===== config.mk =====
export PLATFORM = sky130hd
export DESIGN_NAME = core_pipe_mem
export DESIGN_NICKNAME = d
export VERILOG_FILES = /design/src/rtl/core_pipe_mem_pkg.sv /design/src/rtl/core_pipe_mem_align.sv /design/src/rtl/core_pipe_mem.sv
export SDC_FILE = /design/constraint.sdc
export NUM_CORES = 1
export LEC_CHECK = 0
export CAP_MARGIN = 20
export CORE_ASPECT_RATIO = 0.5
export CORE_UTILIZATION = 38
export DETAILED_ROUTE_END_ITERATION = 8
export PLACE_DENSITY = 0.68
export SLEW_MARGIN = 25
export SYNTH_ARGS = -nofsm -noshare
export SYNTH_HDL_FRONTEND = slang
export SYNTH_HIERARCHICAL = 1
export SYNTH_SLANG_ARGS = --single-unit

===== constraint.sdc =====
create_clock -name g_clk -period 3.9 [get_ports g_clk]
set_clock_uncertainty 0.05 [all_clocks]
set_input_delay 0.975 -clock g_clk [delete_from_list [all_inputs] [get_ports g_clk]]
set_output_delay 0.975 -clock g_clk [all_outputs]
set_load 0.01 [all_outputs]

===== src/rtl/core_pipe_mem_pkg.sv =====
// Shared definitions for the core pipeline memory stage: widths, LSU op
// bit positions, alignment trap causes, slot FSM states and the payload
// carried from execute to writeback.
package core_common;

    localparam int XLEN       = 64;
    localparam int XL         = XLEN - 1;
    localparam int MEM_ADDR_R = 31;
    localparam int MEM_STRB_R = 7;
    localparam int MEM_DATA_R = 63;
    localparam int REG_ADDR_R = 4;
    localparam int LSU_OP_R   = 6;
    localparam int CSR_OP_R   = 2;
    localparam int CFU_OP_R   = 5;
    localparam int WB_OP_R    = 1;

    // LSU op is a bit vector: direction, access size and sign extension.
    localparam int LSU_LOAD   = 0;
    localparam int LSU_STORE  = 1;
    localparam int LSU_BYTE   = 2;
    localparam int LSU_HALF   = 3;
    localparam int LSU_WORD   = 4;
    localparam int LSU_DOUBLE = 5;
    localparam int LSU_SIGNED = 6;

    localparam logic [REG_ADDR_R:0] TRAP_LDALIGN = 5'd4;
    localparam logic [REG_ADDR_R:0] TRAP_STALIGN = 5'd6;

    typedef enum logic [2:0] {
        MEM_IDLE  = 3'd0,
        MEM_HOLD  = 3'd1,
        MEM_REQ   = 3'd2,
        MEM_DONE  = 3'd3,
        MEM_DRAIN = 3'd4
    } mem_state_t;

    // Everything the writeback stage receives from this stage.
    typedef struct packed {
        logic [XL:0]         pc;
        logic [XL:0]         n_pc;
        logic [XL:0]         wdata;
        logic [31:0]         instr;
        logic [REG_ADDR_R:0] rd;
        logic [LSU_OP_R:0]   lsu_op;
        logic [CSR_OP_R:0]   csr_op;
        logic [11:0]         csr_addr;
        logic [CFU_OP_R:0]   cfu_op;
        logic [WB_OP_R:0]    wb_op;
        logic                trap;
    } stage_fields_t;

endpackage


===== src/rtl/core_pipe_mem_align.sv =====
// core_mem_align: byte strobe generation, store data lane positioning and
// misaligned-access detection for one data-memory access.
// With CORE_MEM_MISALIGN_TRAP_EN defined a misaligned address is flagged;
// otherwise the low address bits are masked down to natural alignment and
// the flag is tied low.
module core_mem_align
    import core_common::*;
(
    input  logic [1:0]          size,
    input  logic [XL:0]         addr,
    input  logic [XL:0]         sdata,
    output logic [XL:0]         eff_addr,
    output logic [MEM_STRB_R:0] strb,
    output logic [MEM_DATA_R:0] wdata,
    output logic                misalign
);

    logic [2:0]          low_mask;
    logic [2:0]          offset;
    logic [MEM_STRB_R:0] base_strb;

    // Size decode, alignment handling and lane shift of strobe and data.
    always_comb begin
        low_mask  = 3'b000;
        base_strb = 8'h01;
        case (size)
            2'd1: begin
                low_mask  = 3'b001;
                base_strb = 8'h03;
            end
            2'd2: begin
                low_mask  = 3'b011;
                base_strb = 8'h0F;
            end
            2'd3: begin
                low_mask  = 3'b111;
                base_strb = 8'hFF;
            end
            default: begin
                low_mask  = 3'b000;
                base_strb = 8'h01;
            end
        endcase
`ifdef CORE_MEM_MISALIGN_TRAP_EN
        offset   = addr[2:0];
        misalign = |(addr[2:0] & low_mask);
        eff_addr = addr;
`else
        offset   = addr[2:0] & ~low_mask;
        misalign = 1'b0;
        eff_addr = {addr[XL:3], offset};
`endif
        strb  = base_strb << offset;
        wdata = sdata << {offset, 3'b000};
    end

endmodule


===== src/rtl/core_pipe_mem.sv =====
// core_pipe_mem: memory stage between execute (s2) and writeback (s3).
// Holds one instruction in a slot, issues data-memory requests for loads
// and stores, and owns the s3 pipeline register.
// Optional feature macro: CORE_MEM_MISALIGN_TRAP_EN (misaligned-access trap).
module core_pipe_mem
    import core_common::*;
(
    input  logic                  g_clk,
    input  logic                  g_reset,
    input  logic                  flush,

    input  logic                  s2_valid,
    output logic                  s2_ready,
    input  logic [XL:0]           s2_pc,
    input  logic [XL:0]           s2_n_pc,
    input  logic [XL:0]           s2_wdata,
    input  logic [XL:0]           s2_addr,
    input  logic [XL:0]           s2_sdata,
    input  logic [31:0]           s2_instr,
    input  logic [REG_ADDR_R:0]   s2_rd,
    input  logic [LSU_OP_R:0]     s2_lsu_op,
    input  logic [CSR_OP_R:0]     s2_csr_op,
    input  logic [11:0]           s2_csr_addr,
    input  logic [CFU_OP_R:0]     s2_cfu_op,
    input  logic [WB_OP_R:0]      s2_wb_op,
    input  logic                  s2_trap,

    output logic                  s3_valid,
    input  logic                  s3_ready,
    output logic                  s3_full,
    output logic [XL:0]           s3_pc,
    output logic [XL:0]           s3_n_pc,
    output logic [XL:0]           s3_wdata,
    output logic [31:0]           s3_instr,
    output logic [REG_ADDR_R:0]   s3_rd,
    output logic [LSU_OP_R:0]     s3_lsu_op,
    output logic [CSR_OP_R:0]     s3_csr_op,
    output logic [11:0]           s3_csr_addr,
    output logic [CFU_OP_R:0]     s3_cfu_op,
    output logic [WB_OP_R:0]      s3_wb_op,
    output logic                  s3_trap,

    output logic                  dmem_req,
    input  logic                  dmem_gnt,
    output logic [MEM_ADDR_R:0]   dmem_addr,
    output logic                  dmem_wen,
    output logic [MEM_STRB_R:0]   dmem_strb,
    output logic [MEM_DATA_R:0]   dmem_wdata
);

    mem_state_t          state_q, state_d;
    stage_fields_t       slot_q, slot_d, slot_in;
    stage_fields_t       s3_q, s3_d;
    logic                s3_full_q, s3_full_d;
    logic [MEM_ADDR_R:0] dmem_addr_q, dmem_addr_d;
    logic [MEM_STRB_R:0] dmem_strb_q, dmem_strb_d;
    logic [MEM_DATA_R:0] dmem_wdata_q, dmem_wdata_d;
    logic                dmem_wen_q, dmem_wen_d;

    logic [1:0]          acc_size;
    logic [XL:0]         al_eff_addr;
    logic [MEM_STRB_R:0] al_strb;
    logic [MEM_DATA_R:0] al_wdata;
    logic                al_misalign;

    logic                is_mem;
    logic                is_store;
    logic                misaligned;
    logic                start_req;
    logic                completes;
    logic                capture;

    // Access size from the LSU op bits, largest size wins.
    always_comb begin
        acc_size = 2'd0;
        if (s2_lsu_op[LSU_DOUBLE]) begin
            acc_size = 2'd3;
        end else if (s2_lsu_op[LSU_WORD]) begin
            acc_size = 2'd2;
        end else if (s2_lsu_op[LSU_HALF]) begin
            acc_size = 2'd1;
        end
    end

    core_mem_align u_align (
        .size     (acc_size),
        .addr     (s2_addr),
        .sdata    (s2_sdata),
        .eff_addr (al_eff_addr),
        .strb     (al_strb),
        .wdata    (al_wdata),
        .misalign (al_misalign)
    );

    // Decode the incoming instruction into the slot payload; LSU ops carry
    // their effective address as result, misaligned ones carry the cause.
    always_comb begin
        is_mem     = s2_lsu_op[LSU_LOAD] | s2_lsu_op[LSU_STORE];
        is_store   = s2_lsu_op[LSU_STORE];
        misaligned = is_mem && al_misalign;
        start_req  = is_mem && !s2_trap && !misaligned;

        slot_in          = '0;
        slot_in.pc       = s2_pc;
        slot_in.n_pc     = s2_n_pc;
        slot_in.wdata    = is_mem ? al_eff_addr : s2_wdata;
        slot_in.instr    = s2_instr;
        slot_in.rd       = misaligned ? (is_store ? TRAP_STALIGN : TRAP_LDALIGN) : s2_rd;
        slot_in.lsu_op   = s2_lsu_op;
        slot_in.csr_op   = s2_csr_op;
        slot_in.csr_addr = s2_csr_addr;
        slot_in.cfu_op   = s2_cfu_op;
        slot_in.wb_op    = s2_wb_op;
        slot_in.trap     = s2_trap | misaligned;
    end

    // Slot FSM next state and handshakes; flush overrides everything and a
    // flushed outstanding request is drained until memory grants it.
    always_comb begin
        completes = (state_q == MEM_HOLD) || (state_q == MEM_DONE) ||
                    ((state_q == MEM_REQ) && dmem_gnt);
        s3_valid  = completes && !flush;
        s2_ready  = !flush && ((state_q == MEM_IDLE) || (completes && s3_ready));
        capture   = s2_valid && s2_ready;
        dmem_req  = (state_q == MEM_REQ) || (state_q == MEM_DRAIN);

        state_d = state_q;
        case (state_q)
            MEM_HOLD, MEM_DONE: begin
                if (s3_ready) begin
                    state_d = MEM_IDLE;
                end
            end
            MEM_REQ: begin
                if (dmem_gnt) begin
                    state_d = s3_ready ? MEM_IDLE : MEM_DONE;
                end
            end
            MEM_DRAIN: begin
                if (dmem_gnt) begin
                    state_d = MEM_IDLE;
                end
            end
            default: state_d = state_q;
        endcase

        if (flush) begin
            if (((state_q == MEM_REQ) || (state_q == MEM_DRAIN)) && !dmem_gnt) begin
                state_d = MEM_DRAIN;
            end else begin
                state_d = MEM_IDLE;
            end
        end else if (capture) begin
            state_d = start_req ? MEM_REQ : MEM_HOLD;
        end
    end

    // Slot, request and s3 register next values; request fields only change
    // on capture so they stay stable while waiting for grant.
    always_comb begin
        slot_d       = slot_q;
        dmem_addr_d  = dmem_addr_q;
        dmem_strb_d  = dmem_strb_q;
        dmem_wdata_d = dmem_wdata_q;
        dmem_wen_d   = dmem_wen_q;
        if (capture) begin
            slot_d       = slot_in;
            dmem_addr_d  = {al_eff_addr[MEM_ADDR_R:3], 3'b000};
            dmem_strb_d  = al_strb;
            dmem_wdata_d = al_wdata;
            dmem_wen_d   = is_store;
        end

        s3_d = s3_q;
        if (s3_valid && s3_ready) begin
            s3_d = slot_q;
        end

        if (s3_ready) begin
            s3_full_d = s3_valid;
        end else if (flush) begin
            s3_full_d = 1'b0;
        end else begin
            s3_full_d = s3_full_q;
        end
    end

    // State registers with synchronous reset.
    always_ff @(posedge g_clk) begin
        if (g_reset) begin
            state_q      <= MEM_IDLE;
            slot_q       <= '0;
            s3_q         <= '0;
            s3_full_q    <= 1'b0;
            dmem_addr_q  <= '0;
            dmem_strb_q  <= '0;
            dmem_wdata_q <= '0;
            dmem_wen_q   <= 1'b0;
        end else begin
            state_q      <= state_d;
            slot_q       <= slot_d;
            s3_q         <= s3_d;
            s3_full_q    <= s3_full_d;
            dmem_addr_q  <= dmem_addr_d;
            dmem_strb_q  <= dmem_strb_d;
            dmem_wdata_q <= dmem_wdata_d;
            dmem_wen_q   <= dmem_wen_d;
        end
    end

    assign s3_full     = s3_full_q;
    assign s3_pc       = s3_q.pc;
    assign s3_n_pc     = s3_q.n_pc;
    assign s3_wdata    = s3_q.wdata;
    assign s3_instr    = s3_q.instr;
    assign s3_rd       = s3_q.rd;
    assign s3_lsu_op   = s3_q.lsu_op;
    assign s3_csr_op   = s3_q.csr_op;
    assign s3_csr_addr = s3_q.csr_addr;
    assign s3_cfu_op   = s3_q.cfu_op;
    assign s3_wb_op    = s3_q.wb_op;
    assign s3_trap     = s3_q.trap;

    assign dmem_addr   = dmem_addr_q;
    assign dmem_wen    = dmem_wen_q;
    assign dmem_strb   = dmem_strb_q;
    assign dmem_wdata  = dmem_wdata_q;

endmodule


-- Word level (Yosys, flattened, before mapping)
Cells that the tools add are included.
- flip-flop bits (word level): 626
- latch bits: 0
- RAM bits: 0
- bits in read-only memories: 0
- word-level logic and storage cells: 80
- memories: 0
- add/sub/neg operators: 0
- multiply operators: 0
- divide/modulo/power cells: 0
- $lt $le $gt $ge: 0
- equality and inequality tests: 10
- shifts and indexed selects: 2
- multiplexer cells: 17
- bitwise logic cells: 3
- reduce and logical (&&, ||, !) cells: 20
- operators by type and width (kind ; count):
    64-bit two-way mux ; 1
    64-bit by 6-bit left shift with 64-bit output ; 1
    8-bit case mux with 3 select lines ; 1
    3-bit two-way mux ; 6
    3-bit case mux with 3 select lines ; 2
    4-bit != test (second input constant) ; 3
    1-bit logical AND ; 8
    2-bit two-way mux ; 4
    8-bit by 3-bit left shift with 8-bit output ; 1
    3-bit by 2-bit == test with 1-bit output (second input constant) ; 2
    5-bit nonzero test ; 1
    2-bit == test (second input constant) ; 2
    1-bit logical OR ; 4
    4-bit AND reduction ; 1
    3-bit bitwise AND ; 1
    3-bit by 1-bit == test with 1-bit output (second input constant) ; 1
    3-bit == test (second input constant) ; 1
    1-bit logical NOT ; 3
    3-bit logical NOT ; 1
    1-bit two-way mux ; 3
    3-bit NOT ; 1
    2-bit by 1-bit == test with 1-bit output (second input constant) ; 1
    2-bit nonzero test ; 1
    2-bit OR reduction ; 1
    1-bit bitwise OR ; 1

-- Logic depth before layout (Yosys ltp)
Gate-level depths: netlist (run 1).
- depth after elaboration: 9
- gate-level depth with buffers: 12
- mapped depth without buffers: 10

-- Cells and area by module
The synthesis (run 1) kept the hierarchy.
- by module, submodules not included (module ; times used ; cells an instance ; area each (sq um)):
    core_pipe_mem ; 1 ; 2961 ; 27506.4
    core_mem_align ; 1 ; 409 ; 2748.9

-- Least setup slack after synthesis (run 1)
OpenSTA, ideal clock, no wires.
- path kind: input port to flip-flop
- start: input port s2_lsu_op[4]
- end: register dmem_wdata_q[56], in the netlist dmem_wdata[56]
- setup time: 0.072 ns
- data arrival time: 2.871 ns
- required time: 3.778 ns
- setup slack: 0.908 ns
- stages: 11
- buffers on the path: 4
- cells stage by stage: or2_2 -> buf_6 -> or3b_1 -> buf_6 -> buf_6 -> inv_2 -> buf_6 -> mux2_2 -> a21oi_1 -> nand2b_1 -> mux2i_1
- cells in the longest elaborated chain, start to end: 7
- RTL lines (element ; RTL line ; text):
    start: declaration ; core_pipe_mem.sv:21 ; input logic [LSU_OP_R:0] s2_lsu_op,
    2-bit two-way mux * ; core_pipe_mem.sv:78 ; end else if (s2_lsu_op[LSU_WORD]) begin
    2-bit two-way mux * ; core_pipe_mem.sv:76 ; if (s2_lsu_op[LSU_DOUBLE]) begin
    2-bit == test or 2-bit by 1-bit == test with 1-bit output (tied branches) ; core_pipe_mem_align.sv:26 ; case (size)
    3-bit case mux with 3 select lines * ; core_pipe_mem_align.sv:26 ;
    3-bit NOT * ; core_pipe_mem_align.sv:49 ; offset = addr[2:0] & ~low_mask;
    3-bit bitwise AND * ; core_pipe_mem_align.sv:49 ;
    64-bit by 6-bit left shift with 64-bit output * ; core_pipe_mem_align.sv:54 ; wdata = sdata << {offset, 3'b000};
    net al_wdata[56] ; core_pipe_mem.sv:63 ; logic [MEM_DATA_R:0] al_wdata;
    end signal: assignment ; core_pipe_mem.sv:206 ; dmem_wdata_q <= dmem_wdata_d;
    end: declaration ; core_pipe_mem.sv:57 ; logic [MEM_DATA_R:0] dmem_wdata_q, dmem_wdata_d;
Mark *: on every way through the listed nets, which the timed path passes. The rest lies on a longest branch.
A chain may end at the register's enable or synchronous reset.

-- Worst setup path after layout (run 1)
- start: input port s3_ready
- end: output port s2_ready
- cells in the longest elaborated chain, start to end: 3
- RTL lines (element ; RTL line ; text):
    start: declaration ; core_pipe_mem.sv:29 ; input logic s3_ready,
    1-bit logical AND ; core_pipe_mem.sv:123 ; s2_ready = !flush && ((state_q == MEM_IDLE) || (completes && s3_ready));
    1-bit logical OR ; core_pipe_mem.sv:123 ;
    1-bit logical AND ; core_pipe_mem.sv:123 ;
    end: declaration ; core_pipe_mem.sv:13 ; output logic s2_ready,
No other way between the ends.

==> metrics, run 1 <==
Max stage delay on crit path 0.56 ns; Placed Cells incl. Taps 4857; Layout area overhead 32.2%; Critical Path Sink s2_ready; fin cells 4988; vias post-DR 26.2k; RSZ-0062 raised after global routing no; Nets 4275; Static Leak 14.0 nW; first-pass GRT wire length 161000 um; dpl ws 0.380 ns; Met3 Routed Length 4570 um; Setup Crit Path Kind primary input to output port; CTS tree done; initial antenna violation count 20; Detail Route Antenna Nets 0; Die H 202 um; gr ovfl total 0; H-tree level count 2; Post-synth EDFFs 0; Setup Buffers After CTS 0; Starting Density slightly below 40%; synthesized area per cell about 9 um2; met2 routed WL ~54000 um; Slowest-stage cell, CP clkdlybuf4s50_1; Post-CTS Hold Fix Bufs 0; # resized after CTS 0; mapped cell area about 0.03 mm2; core area 0.0780 mm2; worst-path cell chain clkdlybuf4s50_1, o21a_1, o21a_1, clkdlybuf4s50_1; crit path time final 3.51 ns; Critical Path RT 2.87 ns; worst rel slew slack 45.2%; Post-route DRC 0; CP arrival 2.48 ns; reg2reg path depth 5; IO Pins 763; DP HPWL 74700 um; Tcrit/Tclk final 89.9%; Synth Warn # 6; TNS Setup 0 ns; routed len/inst about 22 um; worst-skew pair later-pin latency 0.66 ns; Max-Cap Viols 0; GRT Util Overall 25.5%; Post-synth ARST share 0%; RR Startpoint state_q[0]; vias in the first global route roughly 25k; met1 WL roughly 45000 um; Reg2Reg Setup Slack 1.48 ns; Cell variety after synth 55; CTS Buf Count 58; Stages on worst setup path 4; port buffer count 759; Routed WL approximately 110000 um; HP Class register to register; Max Clk Rate 285 MHz; post-synthesis sequential area ratio between 40% and 50%; DR top layer met4; status finished, final reports clean; Critical Path End Type output port; Die W roughly 400 um; cell area after layout 0.0400 mm2; hold path start slot_q[23]; Critical Path Source Type primary input; clock-pin slew on the worst setup and hold paths 0.08 ns; CP Launch Point s3_ready; Initial DRT Pass Iterations 7; final setup fails 0; root buffer cell clkbuf_16; crit-path max FO 5; Slew Limit Fails 0; Longest Clk Path Bufs 3; PwrDens 383 mW/mm2; Clock Sinks around 630; CP bufs+invs 2; layout cells sized above 1 8.68%; GPL Wtd Cong about 1; final core utilization 51.3%; Cell Area, Placed between 0.03 and 0.04 mm2; # rows 72; endpoints failing hold 0; Mapped Cells between 3k and 4k; Reg-to-Reg End s3_instr[10]; Top FF cell, synth dfxtp_1; Largest delay share family, worst path buffers and inverters; die area between 0.08 and 0.09 mm2; drt via density 5.25; worst ir drop on vdd ~0.29 mV; Final WS setup slightly below 0.4 ns; DR iter-0 viols approximately 2.2k; worst-margin pin slew around 0.82 ns; largest net degree at the start of global routing 182; Seq cells post-synth between 600 and 700
[through the flow]
| step | hold WS, ns | power, mW |
|---|---|---|
| final | 0.394 | 15.3 |
| after global routing | 0.413 | 15.9 |
| after CTS | 0.400 | 15.5 |
| after detailed placement | 0.402 | 8.95 |
| after global placement | 0.396 | 8.93 |
| after floorplan | 0.389 | 8.07 |
[final cells by class]
type,count,area (um2)
fillers,7238,38000
multi-input cells,2339,15300
flip-flops and latches,625,12500
repair buffers,848,8620
clock buffers,71,1610
well taps,1036,1300
clock inverters,38,566
diodes,22,55.1
inverters,9,33.8
[power breakdown]
| part | leakage (nW) | switching (mW) | total [mW] | internal (mW) |
|---|---|---|---|---|
| clock network | 1.05 | 2.75 | 6.51 | 3.76 |
| logic | 7.87 | 1.05 | 2.10 | 1.05 |
| registers | 5.08 | 0.131 | 6.73 | 6.60 |
[tightest hold or removal path, delay by kind of cell (launching register included)]
family	cells	cell delay (ns)
flip-flops	1	0.32
AND/OR/NAND/NOR	1	0.06
AO/OA/AOI/OAI	1	0.05
[sequential cells by signal, indices dropped and copies added (netlist names)]
signal       cells
slot_q         260
s3_wb_op         2
state_q          3
dmem_wdata      64
s3_csr_addr     12
s3_pc           64
dmem_strb        8
s3_rd            5
s3_cfu_op        6
s3_wdata        64
s3_trap          1
s3_lsu_op        7
s3_csr_op        3
s3_n_pc         64
dmem_addr       29
s3_instr        32
s3_full          1
[worst min-delay path by stage]
stage	endpoint	slack, ns	depth (start not counted)
4_1_cts	s3_csr_op[2]	0.40	2
3_5_place_dp	s3_wdata[61]	0.40	2
3_3_place_gp	s3_wdata[37]	0.40	2
6_report	s3_csr_op[2]	0.39	2
2_1_floorplan	s3_rd[1]	0.39	2
5_1_grt	s3_csr_op[2]	0.41	2
[routing by layer]
metal  up-vias  track usage [%]
met5         -                0
met4         0             11.8
met3       224             3.58
met2       692             44.0
met1     12700             31.4
li1      12500                -
[cells in the mapped netlist (all sizes together), types with 3 or more instances]
cell / instances / area [um2]
o32ai: 4 / 35.0
a22oi: 7 / 52.6
a221oi: 5 / 43.8
o22a: 4 / 35.0
o22ai: 6 / 37.5
inv: 9 / 33.8
nand3: 263 / 1320
or3: 9 / 56.3
nor2: 41 / 154
mux4: 4 / 90.1
clkbuf: 220 / 826
and3: 3 / 18.8
nor3: 3 / 15.0
and2: 12 / 75.1
dfxtp: 625 / 12500
o211ai: 3 / 36.3
mux2: 73 / 822
nand3b: 3 / 22.5
mux2i: 348 / 3480
nor2b: 70 / 438
o2bb2ai: 8 / 70.1
buf: 179 / 1620
a21oi: 366 / 1840
or3b: 66 / 578
a31oi: 11 / 68.8
nand2b: 590 / 3690
nor4bb: 8 / 80.1
o21ai: 350 / 1750
o21a: 8 / 60.1
nand2: 43 / 161
a2bb2oi: 8 / 70.1
[layout by cell type, fill, tap and decap left out, types with 9 or more instances in the layout]
cell type	synthesis	layout
mux2_2	59	59
buf_4	66	61
nor2_1	41	41
bufinv_16	0	12
diode_2	0	22
nor2b_1	70	69
mux2_1	14	14
or3_1	9	9
buf_12	32	28
nand2b_1	590	590
o21ai_0	346	346
a31oi_1	11	11
clkinv_2	0	11
and2_1	12	12
clkbuf_8	0	11
clkbuf_16	0	58
mux2i_1	348	348
clkdlybuf4s50_1	0	755
or3b_2	64	64
nand3_1	263	263
nand2_1	43	43
dfxtp_1	625	625
a21oi_1	365	365
[logic make-up after synthesis]
kind of cell / count (synthesis) / synth area share [%]
compound gates: 793 / 13.9
xor+xnor: 1 / 0.0290
buf+inv: 408 / 8.19
flops: 625 / 41.4
mux: 425 / 14.5
other cells: 2 / 0.0248
simple gates: 1116 / 22.0
No activity file was read; power rests on OpenSTA's default activity.
==> run 2, diff against run 1 <==
- CTS_CLUSTER_DIAMETER: not set -> 40
==> metrics, run 2 (synthesis results as in run 1) <==
CP Launch Point s3_ready; FILL cells 7192; endpoints failing hold 0; Max-Cap Viols 0; die area 0.0808 mm2; dpl ws 0.380 ns; crit path time final 3.50 ns; TNS Setup 0 ns; Critical Path RT 2.87 ns; H-tree level count 3; DR iter-0 viols 1974; vias in the first global route 25.5k; DP HPWL 74700 um; CTS tree done; hold_ws 0.393 ns; max reg flops 260; Static Leak 14.2 nW; Tcrit/Tclk final 89.8%; Final WS setup 0.398 ns; crit-path max FO 5; Critical Path Source Type primary input; Critical Path End Type output port; RSZ-0062 raised after global routing no; Longest Clk Path Bufs 3; GPL Wtd Cong between 0.9 and 1; Clock Sinks between 600 and 700; Most flops, register slot_q; Largest delay share family, worst path buffers and inverters; vias post-DR around 26k; # resized after CTS 0; layout cells sized above 1 9.10%; Starting Density a little under 40%; root buffer cell clkbuf_16; drt via density 5.28; core area 0.0780 mm2; worst-path cell chain clkdlybuf4s50_1, o21a_1, o21a_1, clkdlybuf4s50_1; Max stage delay on crit path 0.56 ns; CP arrival around 2.5 ns; IO Pins 763; most frequent cells in the layout clkdlybuf4s50_1, dfxtp_1, nand2b_1, a21oi_1, mux2i_1; Post-CTS Hold Fix Bufs 0; CTS Buf Count between 70 and 80; # rows 72; HP Class register to register; Nets 4290; Die H 202 um; PwrDens 401 mW/mm2; Setup Buffers After CTS 0; CP bufs+invs 2; largest net degree at the start of global routing 182; Initial DRT Pass Iterations 5; clock-pin slew on the worst setup and hold paths 0.06 ns; worst-skew pair later-pin latency around 0.64 ns; Slew Limit Fails 0; most common cell after layout, fill and taps aside clkdlybuf4s50_1; cell area after layout 0.0404 mm2; Cell Area, Placed 0.0378 mm2; GRT Util Overall 25.6%; worst ir drop on vdd 0.295 mV; RR Startpoint state_q[0]; initial antenna violation count 20; port buffer count 759; Slowest-stage cell, CP clkdlybuf4s50_1; hold path start slot_q[81]; Setup Crit Path Kind primary input to output port; final setup fails 0; first-pass GRT wire length 160000 um; Die W 401 um; worst rel slew slack 45.7%; status finished, final reports clean; Detail Route Antenna Nets 0; Max Clk Rate 286 MHz; Post-route DRC 0; Layout area overhead 33.6%; gr ovfl total 0; routed len/inst 21.5 um; Power Total 16.2 mW; worst-margin pin slew 0.814 ns; Routed WL 108000 um
==> run 2: cell types whose count changed in the layout (fill, tap and decap cells not counted), sizes merged <==
| cell | change |
|---|---|
| clkbuf | +25 |
| inv | +11 |
| bufinv | -5 |
| clkinv | -5 |
| diode | -2 |
| clkinvlp | -1 |
==> run 2: tightest hold or removal path, delay by kind of cell (launching register included) <==
kind            cells  cell delay, ns
flops               1            0.31
simple gates        1            0.06
compound gates      1            0.05
==> run 2: through the flow <==
| stage | util, % | std cells |
|---|---|---|
| floorplan | - | 3372 |
| global placement | 48.4 | 4857 |
| detailed placement | 48.4 | 4857 |
| CTS | 51.7 | 4991 |
| global route | 51.8 | 5010 |
| finish | 51.8 | 5011 |
==> run 2: worst paths after layout <==
kind | cells after the start | slack (ns) | endpoint
worst max-delay path | 4 | 0.40 | s2_ready
worst min-delay path | 2 | 0.39 | s3_wdata[13]
worst max register to register | 5 | 1.55 | s3_wdata[44]
worst min register to register | 2 | 0.39 | s3_wdata[13]
==> run 2: layer usage <==
metal,share of wire (%),track usage (%),vias to the layer above
met2,50,43.8,721
met5,0,0,-
met1,41,31.2,12900
met4,4.6,13.0,0
met3,4.0,3.88,239
li1,-,-,12600
==> run 2: layout make-up <==
class,count,area [um2],share of cell area (%)
Antenna cell,20,50.0,0.124
Clock buffer,96,2090,5.16
Clock inverter,38,515,1.28
Inverter,9,33.8,0.0836
Multi-Input combinational cell,2339,15300,37.9
Sequential cell,625,12500,31.0
Tap cell,1036,1300,3.21
Timing Repair Buffer,848,8620,21.3
==> run 2: power breakdown <==
part	total (mW)	switching, mW	internal (mW)
combinational	2.10	1.05	1.05
sequential	6.73	0.132	6.60
clock	7.37	3.04	4.33
total	16.2	4.22	12.0
